### config.mk
export PLATFORM = sky130hd
export DESIGN_NAME = key_debounce
export DESIGN_NICKNAME = d
export VERILOG_FILES = /design/src/rtl/key_debounce.sv
export SDC_FILE = /design/constraint.sdc
export NUM_CORES = 1
export LEC_CHECK = 0
export CORE_ASPECT_RATIO = 1.25
export CORE_MARGIN = 2
export CORE_UTILIZATION = 45
export DETAILED_ROUTE_END_ITERATION = 6
export PLACE_DENSITY_LB_ADDON = 0.2
export SLEW_MARGIN = 20
export SYNTH_ARGS = -nofsm -noshare
export SYNTH_HDL_FRONTEND = slang
export SYNTH_SLANG_ARGS = --single-unit
### constraint.sdc
create_clock -name clk -period 1.9 [get_ports clk]
set_input_delay 0.285 -clock clk [delete_from_list [all_inputs] [get_ports clk]]
set_output_delay 0.285 -clock clk [all_outputs]
set_load 0.05 [all_outputs]
### src/rtl/key_debounce.sv
// Debounced push-button block with sticky press/release flags and a W1C register port.
// Define KEY_DEBOUNCE_IRQ_EN to add the interrupt mask register and a registered irq.
module key_debounce #(
   parameter int NKEY      = 3,
   parameter int DB_CYCLES = 500000
) (
   input  logic            clk,
   input  logic            rst,
   input  logic [NKEY-1:0] key_n,
   input  logic            en,
   input  logic            wr,
   input  logic [31:0]     din,
   output logic [31:0]     dout,
   output logic [NKEY-1:0] key_lvl,
   output logic            irq
);

   localparam int            CW      = (DB_CYCLES > 1) ? $clog2(DB_CYCLES) : 1;
   localparam logic [CW-1:0] CNT_MAX = CW'(DB_CYCLES - 1);

   logic [NKEY-1:0] meta_reg;
   logic [NKEY-1:0] syn_reg;
   logic [NKEY-1:0] lvl;
   logic [NKEY-1:0] rise;
   logic [NKEY-1:0] fall;
   logic [NKEY-1:0] press_reg;
   logic [NKEY-1:0] rel_reg;
   logic [NKEY-1:0] press_clr;
   logic [NKEY-1:0] rel_clr;
   logic [NKEY-1:0] mask_rd;
   logic            wr_en;
   logic            unused_din;

   assign wr_en      = en & wr;
   assign press_clr  = wr_en ? din[8 +: NKEY]  : '0;
   assign rel_clr    = wr_en ? din[16 +: NKEY] : '0;
   assign unused_din = ^din;

   // First flop keeps the raw active-low level; inversion happens into syn.
   always_ff @(posedge clk) begin
      if (rst) begin
         meta_reg <= '1;
         syn_reg  <= '0;
      end else begin
         meta_reg <= key_n;
         syn_reg  <= ~meta_reg;
      end
   end

   genvar gi;
   generate
      for (gi = 0; gi < NKEY; gi++) begin : g_key
         logic [CW-1:0] cnt_reg;
         logic          lvl_reg;
         logic          settle;

         assign settle   = (syn_reg[gi] != lvl_reg) && (cnt_reg == CNT_MAX);
         assign rise[gi] = settle & syn_reg[gi];
         assign fall[gi] = settle & ~syn_reg[gi];
         assign lvl[gi]  = lvl_reg;

         always_ff @(posedge clk) begin
            if (rst) begin
               cnt_reg <= '0;
               lvl_reg <= 1'b0;
            end else if (syn_reg[gi] == lvl_reg) begin
               cnt_reg <= '0;
            end else if (settle) begin
               cnt_reg <= '0;
               lvl_reg <= syn_reg[gi];
            end else begin
               cnt_reg <= cnt_reg + 1'b1;
            end
         end
      end
   endgenerate

   // A same-cycle edge overrides the write-1-to-clear.
   always_ff @(posedge clk) begin
      if (rst) begin
         press_reg <= '0;
         rel_reg   <= '0;
      end else begin
         press_reg <= (press_reg & ~press_clr) | rise;
         rel_reg   <= (rel_reg & ~rel_clr) | fall;
      end
   end

`ifdef KEY_DEBOUNCE_IRQ_EN
   logic [NKEY-1:0] mask_reg;
   logic            irq_reg;

   always_ff @(posedge clk) begin
      if (rst) begin
         mask_reg <= '0;
         irq_reg  <= 1'b0;
      end else begin
         if (wr_en) begin
            mask_reg <= din[24 +: NKEY];
         end
         irq_reg <= |(press_reg & mask_reg);
      end
   end

   assign mask_rd = mask_reg;
   assign irq     = irq_reg;
`else
   assign mask_rd = '0;
   assign irq     = 1'b0;
`endif

   assign key_lvl = lvl;

   always_comb begin
      dout              = '0;
      dout[0 +: NKEY]   = lvl;
      dout[8 +: NKEY]   = press_reg;
      dout[16 +: NKEY]  = rel_reg;
      dout[24 +: NKEY]  = mask_rd;
   end

endmodule
Word level (Yosys, flattened, before mapping)
Index checks and enable logic that the tools add are counted.
W data, S select, Z words.
- register bits after elaboration: 72
- logic and storage cells: 53
- $add $sub $neg: 3
- equality and inequality tests: 9
- mux-type cells: 2
- bitwise logic cells: 20
- reductions and logical operators: 9
- operators by type and width (cell ; number):
    $add A19 B1 Y19 const B ; 3
    $eq A19 B19 Y1 const B ; 3
    $not A3 Y3 ; 3
    $reduce_or A3 Y1 ; 3
    $and A1 B1 Y1 ; 7
    $and A3 B3 Y3 ; 2
    $mux W3 ; 2
    $not A1 Y1 ; 6
    $or A3 B3 Y3 ; 2
    $reduce_and A2 Y1 ; 3
    $eq A1 B1 Y1 ; 3
    $logic_and A1 B1 Y1 ; 3
    $ne A1 B1 Y1 ; 3

Logic depth before layout (Yosys ltp)
Gate-level depths: netlist (run 1).
- depth after elaboration: 5
- gate-level depth with buffers: 6

Least setup slack after synthesis (run 1)
Ideal clock, no wire load.
- path type: register -> register
- start point: reg g_key[2].cnt_reg[0]
- end point: reg g_key[2].cnt_reg[10]
- library setup time: 0.117 ns
- arrival time: 1.830 ns
- setup slack: -0.048 ns
- cell stages (with the launch flop): 7
- clock period less this slack: 1.948 ns
- cell sequence: dfxtp_1 ha_1 nand4_1 or4_1 o21ai_2 buf_2 nor2_1
- longest elaborated chain between the ends: 3
- elaborated cells between the ends (all ways): 4
- ends and longest elaborated chain (item ; RTL line ; text):
    start, declared ; 53 ; logic [CW-1:0] cnt_reg;
    start signal, assigned ; 72 ; cnt_reg <= cnt_reg + 1'b1;
    branches (longest 3 deep; another with $add A19 B1 Y19) ; -- ;
Several ways; the timed one is not identified.
A chain may end at the register's enable or synchronous reset.

Worst setup path in the final report (run 1)
- start point: reg g_key[0].lvl_reg
- end point: out dout[0]
- RTL lines (item ; RTL line ; text):
    start, declared ; 54 ; logic lvl_reg;
    start signal, assigned ; 70 ; lvl_reg <= syn_reg[gi];
    end, declared ; 13 ; output logic [31:0] dout,
No word-level cell between the ends.

==> impl_metrics.env, run 1 <==
export IMPL_boundaryPins=75
export IMPL_wl_um=6570
export IMPL_num_rows=35
export IMPL_clkSinkCount=72
export IMPL_start_util=0.460
export IMPL_crit_cells=1
export IMPL_crit_type="flop to output pin"
export IMPL_path_cells="clkdlybuf4s50_1"
export IMPL_cp_slowest_stage_delay_ns=0.82
export IMPL_numCtsBuffers=9
export IMPL_avgSynthCellArea_um2=8.55
export IMPL_ir_worst_vdd_v=0.000407
export IMPL_place_congestion=0.835
export IMPL_grt_max_degree=24
export IMPL_critPathCapture="dout[0]"
export IMPL_drt_iter0_markers=56
export IMPL_hp_class="flop to flop"
export IMPL_synth_seq_area_share=0.429
export IMPL_cts_root_buf="clkbuf_8"
export IMPL_path_clk_slew_ns=0.08
export IMPL_synth_edf_count=0
export IMPL_place_hpwl_um=4800
export IMPL_drcViolationCount=0
export IMPL_largest_reg_flops=57
export IMPL_outcome="completed"
export IMPL_dp_slack_ns=-0.00150
export IMPL_clock_path_buffers=2
export IMPL_p_leak_nw=1.37
export IMPL_relSlewSlack=0.663
export IMPL_p_sw_mw=0.729
export IMPL_drt_wirelength_per_cell_um=12.0
export IMPL_ys_top_cells_by_count="72 x dfxtp_1, 61 x nor2_1, 34 x xnor2_1, 30 x buf_4, 28 x nand2_1"
export IMPL_grt_pass1_wl_um=11100
export IMPL_core_mm2=0.00731
export IMPL_final_layout_size_suffix_gt1_frac=0.148
export IMPL_maxSlewViolCount=0
export IMPL_timing_rr_start="g_key[1].cnt_reg[16]$_SDFF_PP0_"
export IMPL_vias=2792
export IMPL_r2r_end="press_reg[1]$_SDFF_PP0_"
export IMPL_p_sw_frac=0.260
export IMPL_nets=491
export IMPL_clock_skew_final_ns=0.00797
export IMPL_dr_pass1_iters=4
export IMPL_postCtsSetupRepairBufs=0
export IMPL_track_usage=0.171
export IMPL_required_ns=1.62
export IMPL_pwr_share_clk=0.396
export IMPL_antenna_found_initial=0
export IMPL_cts_tree="done"
export IMPL_synth_area_mm2=0.00336
export IMPL_ant_nets=0
export IMPL_power_mw=2.81
export IMPL_insertion_delay_ns=0.34
export IMPL_cp_arrival_ns=1.55
export IMPL_viasPerCell=5.11
export IMPL_synth_warnings=0
export IMPL_async_flop_share=0
export IMPL_tightestPinTransition_ns=0.505
export IMPL_synth_ff_type="dfxtp_1"
export IMPL_synth_most_common_cell="dfxtp_1"
export IMPL_synth_cell_types=36
export IMPL_whs_path_depth=1
export IMPL_cp_end_kind="output pin"
export IMPL_max_freq_mhz=546
export IMPL_setup_tns_ns=0
export IMPL_synthCells=393
export IMPL_power_frac_comb=0.062
export IMPL_grt_pass1_vias=2607
export IMPL_r2r_slack_ns=0.08
export IMPL_start_kind="flop"
export IMPL_worst_slack_ns=0.0669
export IMPL_period_share=0.965
export IMPL_seqPwrFrac=0.542
export IMPL_die_y_um=101
export IMPL_internal_power_mw=2.08
export IMPL_synth_area_leaders="dfxtp_1 43%, xnor2_1 8.9%, nor2_1 6.8%, buf_4 6.7%, nand3_1 3.3%"
export IMPL_path_buf_inv=1
export IMPL_crit_start="g_key[0].lvl_reg$_SDFFE_PP0P_"
export IMPL_period_needed_ns=1.83
export IMPL_port_buffers=24
export IMPL_synth_seq_cells=72
export IMPL_rsz0062_at_grt="no"
export IMPL_crit_fanout=4
export IMPL_h_tree_depth=3
export IMPL_power_per_cell_area_mw_per_mm2=688
export IMPL_r2r_cells=4
export IMPL_syn_to_final_growth_pct=21.2
export IMPL_grt_ovfl_total=0
export IMPL_yosysTopAreaCell="dfxtp_1"
export IMPL_path_delay_family="buffers and inverters"
export IMPL_antenna_cells=0
export IMPL_final_hold_viol_count=0
export IMPL_setup_violations=0
export IMPL_drv_cap=0
export IMPL_synth_top_area_frac=0.429
export IMPL_dieArea_mm2=0.00818
export IMPL_cpMaxStageDelayCell="clkdlybuf4s50_1"
export IMPL_die_x_um=81.3
-- power by group through the flow --
| stage | registers [mW] | logic, mW | clock network, mW |
|---|---|---|---|
| 2_1_floorplan | 1.55 | 0.171 | 0 |
| 3_3_place_gp | 1.55 | 0.174 | 0 |
| 3_5_place_dp | 1.55 | 0.175 | 0 |
| 4_1_cts | 1.52 | 0.176 | 1.15 |
| 5_1_grt | 1.52 | 0.187 | 1.22 |
| 6_report | 1.52 | 0.175 | 1.11 |
-- metal layers --
metal  up-vias  track usage  wire (um)
met3        12       0.0421        232
met2        53        0.310       3450
met4         0       0.0717        125
met1      1312        0.186       2760
li1       1415            -          -
met5         -            0          0
-- repair_timing --
item,4_1_cts,5_1_grt
hold buffers,0,0
pin swaps,0,1
setup endpoints to repair,1,9
resized for setup,1,6
-- worst min path at each step --
stage                                 startpoint                     to  slack [ns]
after floorplan           meta_reg[0]$_SDFF_PP1_  syn_reg[0]$_SDFF_PP0_        0.37
after global placement    meta_reg[2]$_SDFF_PP1_  syn_reg[2]$_SDFF_PP0_        0.37
after CTS                 meta_reg[2]$_SDFF_PP1_  syn_reg[2]$_SDFF_PP0_        0.38
after global routing      meta_reg[2]$_SDFF_PP1_  syn_reg[2]$_SDFF_PP0_        0.40
final                     meta_reg[2]$_SDFF_PP1_  syn_reg[2]$_SDFF_PP0_        0.38
after detailed placement  meta_reg[2]$_SDFF_PP1_  syn_reg[2]$_SDFF_PP0_        0.37
-- layout by cell type, fill, tap and decap left out, types with 4 or more instances in the layout --
master	instances
inv_1	10
nand3_1	22
buf_4	34
or4_1	5
nor4_1	13
dfxtp_1	72
or3_1	6
or2_2	4
nand4_1	15
clkbuf_8	10
nor4b_1	4
xnor2_1	34
conb_1	24
nand2_1	28
nor3_1	10
a21oi_1	12
clkdlybuf4s50_1	21
o21ai_0	7
nor2_1	61
xor2_1	11
-- through the flow --
| stage | instances | util | area [um2] | hold slack [ns] |
|---|---|---|---|---|
| 4_1_cts | 546 | 0.554 | 4050 | 0.384 |
| 3_5_place_dp | 530 | 0.529 | 3870 | 0.371 |
| 3_3_place_gp | 530 | 0.529 | 3870 | 0.369 |
| 5_1_grt | 546 | 0.557 | 4080 | 0.397 |
| 6_report | 546 | 0.557 | 4080 | 0.383 |
| 2_1_floorplan | 416 | - | 3460 | 0.368 |
-- layout make-up --
| class | instances | area (um2) |
|---|---|---|
| clock buffer | 11 | 141 |
| clock inverter | 5 | 40.0 |
| fill | 712 | 3240 |
| inverter | 10 | 37.5 |
| multi-input combinational | 295 | 1740 |
| sequential | 72 | 1440 |
| tap | 92 | 115 |
| timing repair buffer | 61 | 563 |
-- cells by family (layout without fill, tap and decap cells) --
| logic type | count (synthesis) | in the layout | synth area share |
|---|---|---|---|
| and+or+nand+nor | 192 | 192 | 0.293 |
| DFF | 72 | 72 | 0.429 |
| buffers and inverters | 49 | 87 | 0.0897 |
| xor gates and xnor gates | 45 | 45 | 0.117 |
| AOI/OAI and AO/OA | 29 | 29 | 0.0532 |
| adders and majority gates | 3 | 3 | 0.0112 |
| muxes | 2 | 2 | 0.00633 |
| other | 1 | 24 | 0.00112 |
No activity file was read; power rests on OpenSTA's default activity.
==> inputs of run 2 (changes only) <==
--- a/config.mk
+++ b/config.mk
@@ -7,7 +7,7 @@
 export LEC_CHECK = 0
 export CORE_ASPECT_RATIO = 1.25
 export CORE_MARGIN = 2
-export CORE_UTILIZATION = 45
+export CORE_UTILIZATION = 30
 export DETAILED_ROUTE_END_ITERATION = 6
 export PLACE_DENSITY_LB_ADDON = 0.2
 export SLEW_MARGIN = 20
==> run 2 against run 1 <==
Flip-flop and latch count is the same. Core utilization shrank 18 points. Sequential share of layout area shrank 1.1 points. Final area grew 3.3%. Clock power grew 62%. Critical path depth is the same. Fmax grew 0.99%. Non-clock buffer count shrank 5. Global-route usage shrank 5.2 points. Via count shrank 2.6%. Largest power group is now clock. Highest routed layer unchanged.
==> impl_metrics.env, run 2 (synthesis gave the netlist of run 1 again) <==
export IMPL_antenna_found_initial=0
export IMPL_final_layout_size_suffix_gt1_frac=0.138
export IMPL_insertion_delay_ns=0.33
export IMPL_die_x_um=98.7
export IMPL_start_kind="flop"
export IMPL_dr_pass1_iters=4
export IMPL_die_y_um=122
export IMPL_port_buffers=24
export IMPL_drcViolationCount=0
export IMPL_setup_violations=0
export IMPL_fillers=1134
export IMPL_antenna_cells=0
export IMPL_cpMaxStageDelayCell="clkdlybuf4s50_1"
export IMPL_required_ns=1.62
export IMPL_clkSinkCount=72
export IMPL_cts_tree="done"
export IMPL_drv_cap=0
export IMPL_dieArea_mm2=0.0121
export IMPL_dr_wl_met2_um=3440
export IMPL_period_needed_ns=1.82
export IMPL_path_clk_slew_ns=0.06
export IMPL_boundaryPins=75
export IMPL_start_util=0.305
export IMPL_largest_reg_flops=57
export IMPL_whs_ns=0.383
export IMPL_h_tree_depth=3
export IMPL_ir_worst_vdd_v=0.000396
export IMPL_vias=2720
export IMPL_track_usage=0.119
export IMPL_crit_fanout=4
export IMPL_path_cells="clkdlybuf4s50_1"
export IMPL_mostFrequentLayoutCells="72 x dfxtp_1, 61 x nor2_1, 34 x xnor2_1"
export IMPL_fin_cells=583
export IMPL_placed_area_mm2=0.00387
export IMPL_maxSlewViolCount=0
export IMPL_numCtsBuffers=9
export IMPL_postCtsHoldBufs=0
export IMPL_tightestPinTransition_ns=0.498
export IMPL_syn_to_final_growth_pct=25.2
export IMPL_fin_area_mm2=0.00421
export IMPL_grt_pass1_vias=2515
export IMPL_cp_end_kind="output pin"
export IMPL_num_rows=43
export IMPL_wl_um=6890
export IMPL_clock_path_buffers=2
export IMPL_outcome="completed"
export IMPL_drt_wirelength_per_cell_um=11.8
export IMPL_power_mw=3.50
export IMPL_place_hpwl_um=5110
export IMPL_grt_ovfl_total=0
export IMPL_ant_nets=0
export IMPL_cts_root_buf="clkbuf_16"
export IMPL_cp_arrival_ns=1.53
export IMPL_viasPerCell=4.67
export IMPL_setup_tns_ns=0
export IMPL_wl_met1_um=3040
export IMPL_path_delay_family="buffers and inverters"
export IMPL_nets=486
export IMPL_max_freq_mhz=551
export IMPL_wl_met3_um=268
export IMPL_grt_max_degree=20
export IMPL_core_mm2=0.0110
export IMPL_placed_cells=568
export IMPL_grt_pass1_wl_um=11500
export IMPL_crit_type="flop to output pin"
export IMPL_cts_resized=0
export IMPL_power_per_cell_area_mw_per_mm2=830
export IMPL_relSlewSlack=0.667
export IMPL_period_share=0.955
export IMPL_final_common_cell="dfxtp_1"
export IMPL_postCtsSetupRepairBufs=0
export IMPL_place_congestion=0.774
export IMPL_clock_skew_final_ns=0.00746
export IMPL_final_hold_viol_count=0
export IMPL_p_leak_nw=1.38
export IMPL_final_seq_area_mm2=0.00144
export IMPL_top_layer="met4"
export IMPL_multi_input_area_mm2=0.00173
export IMPL_hp_class="flop to flop"
export IMPL_path_buf_inv=1
export IMPL_drt_iter0_markers=103
export IMPL_rsz0062_at_grt="no"
export IMPL_cp_slowest_stage_delay_ns=0.82
==> run 2: cell types whose count changed in the layout (fill, tap and decap cells not counted), sizes merged, moves of 2 or more <==
cell      before  now
buf           37   32
bufinv         0    2
clkinv         0    2
clkinvlp       3    1
inv           12   10
==> run 2: final cells by class <==
cell class,count,area share
Tap cell,135,0.0401
Sequential cell,72,0.342
Inverter,10,0.00892
Timing Repair Buffer,56,0.121
Multi-Input combinational cell,295,0.411
Clock buffer,10,0.0568
Clock inverter,5,0.0193
==> run 2: routing by layer <==
layer  track usage  up-vias
met2         0.202       40
met4        0.0488        0
met1         0.140     1274
li1              -     1396
met5             0        -
met3        0.0387       10
==> run 2: power breakdown <==
group / switching [mW] / total [mW] / internal, mW
combinational: 0.136 / 0.177 / 0.0407
sequential: 0.00511 / 1.52 / 1.52
clock: 0.619 / 1.80 / 1.18
total: 0.761 / 3.50 / 2.74
==> run 2: worst paths after layout <==
path / to / cells past startpoint / slack [ns] / from
max reg2reg: g_key[1].cnt_reg[18]$_SDFF_PP0_ / 5 / 0.10 / g_key[1].cnt_reg[0]$_SDFF_PP0_
min reg2reg: syn_reg[2]$_SDFF_PP0_ / 1 / 0.38 / meta_reg[2]$_SDFF_PP1_
max: key_lvl[2] / 1 / 0.08 / g_key[2].lvl_reg$_SDFFE_PP0P_
min: syn_reg[2]$_SDFF_PP0_ / 1 / 0.38 / meta_reg[2]$_SDFF_PP1_
==> run 2: per-stage QoR <==
step / worst slack, ns / utilization
after floorplan: 0.0406 / -
after global placement: 0.0567 / 0.351
after detailed placement: 0.0196 / 0.351
after CTS: 0.0129 / 0.380
after global routing: 0.00243 / 0.382
final: 0.0848 / 0.382
==> inputs of run 3 (changes only) <==
--- a/config.mk
+++ b/config.mk
@@ -9,6 +9,7 @@
 export CORE_MARGIN = 2
 export CORE_UTILIZATION = 30
 export DETAILED_ROUTE_END_ITERATION = 6
+export GPL_TIMING_DRIVEN = 1
 export PLACE_DENSITY_LB_ADDON = 0.2
 export SLEW_MARGIN = 20
 export SYNTH_ARGS = -nofsm -noshare
==> results of run 3 <==
Final layout, timing and power as in run 2 (identical DEF).
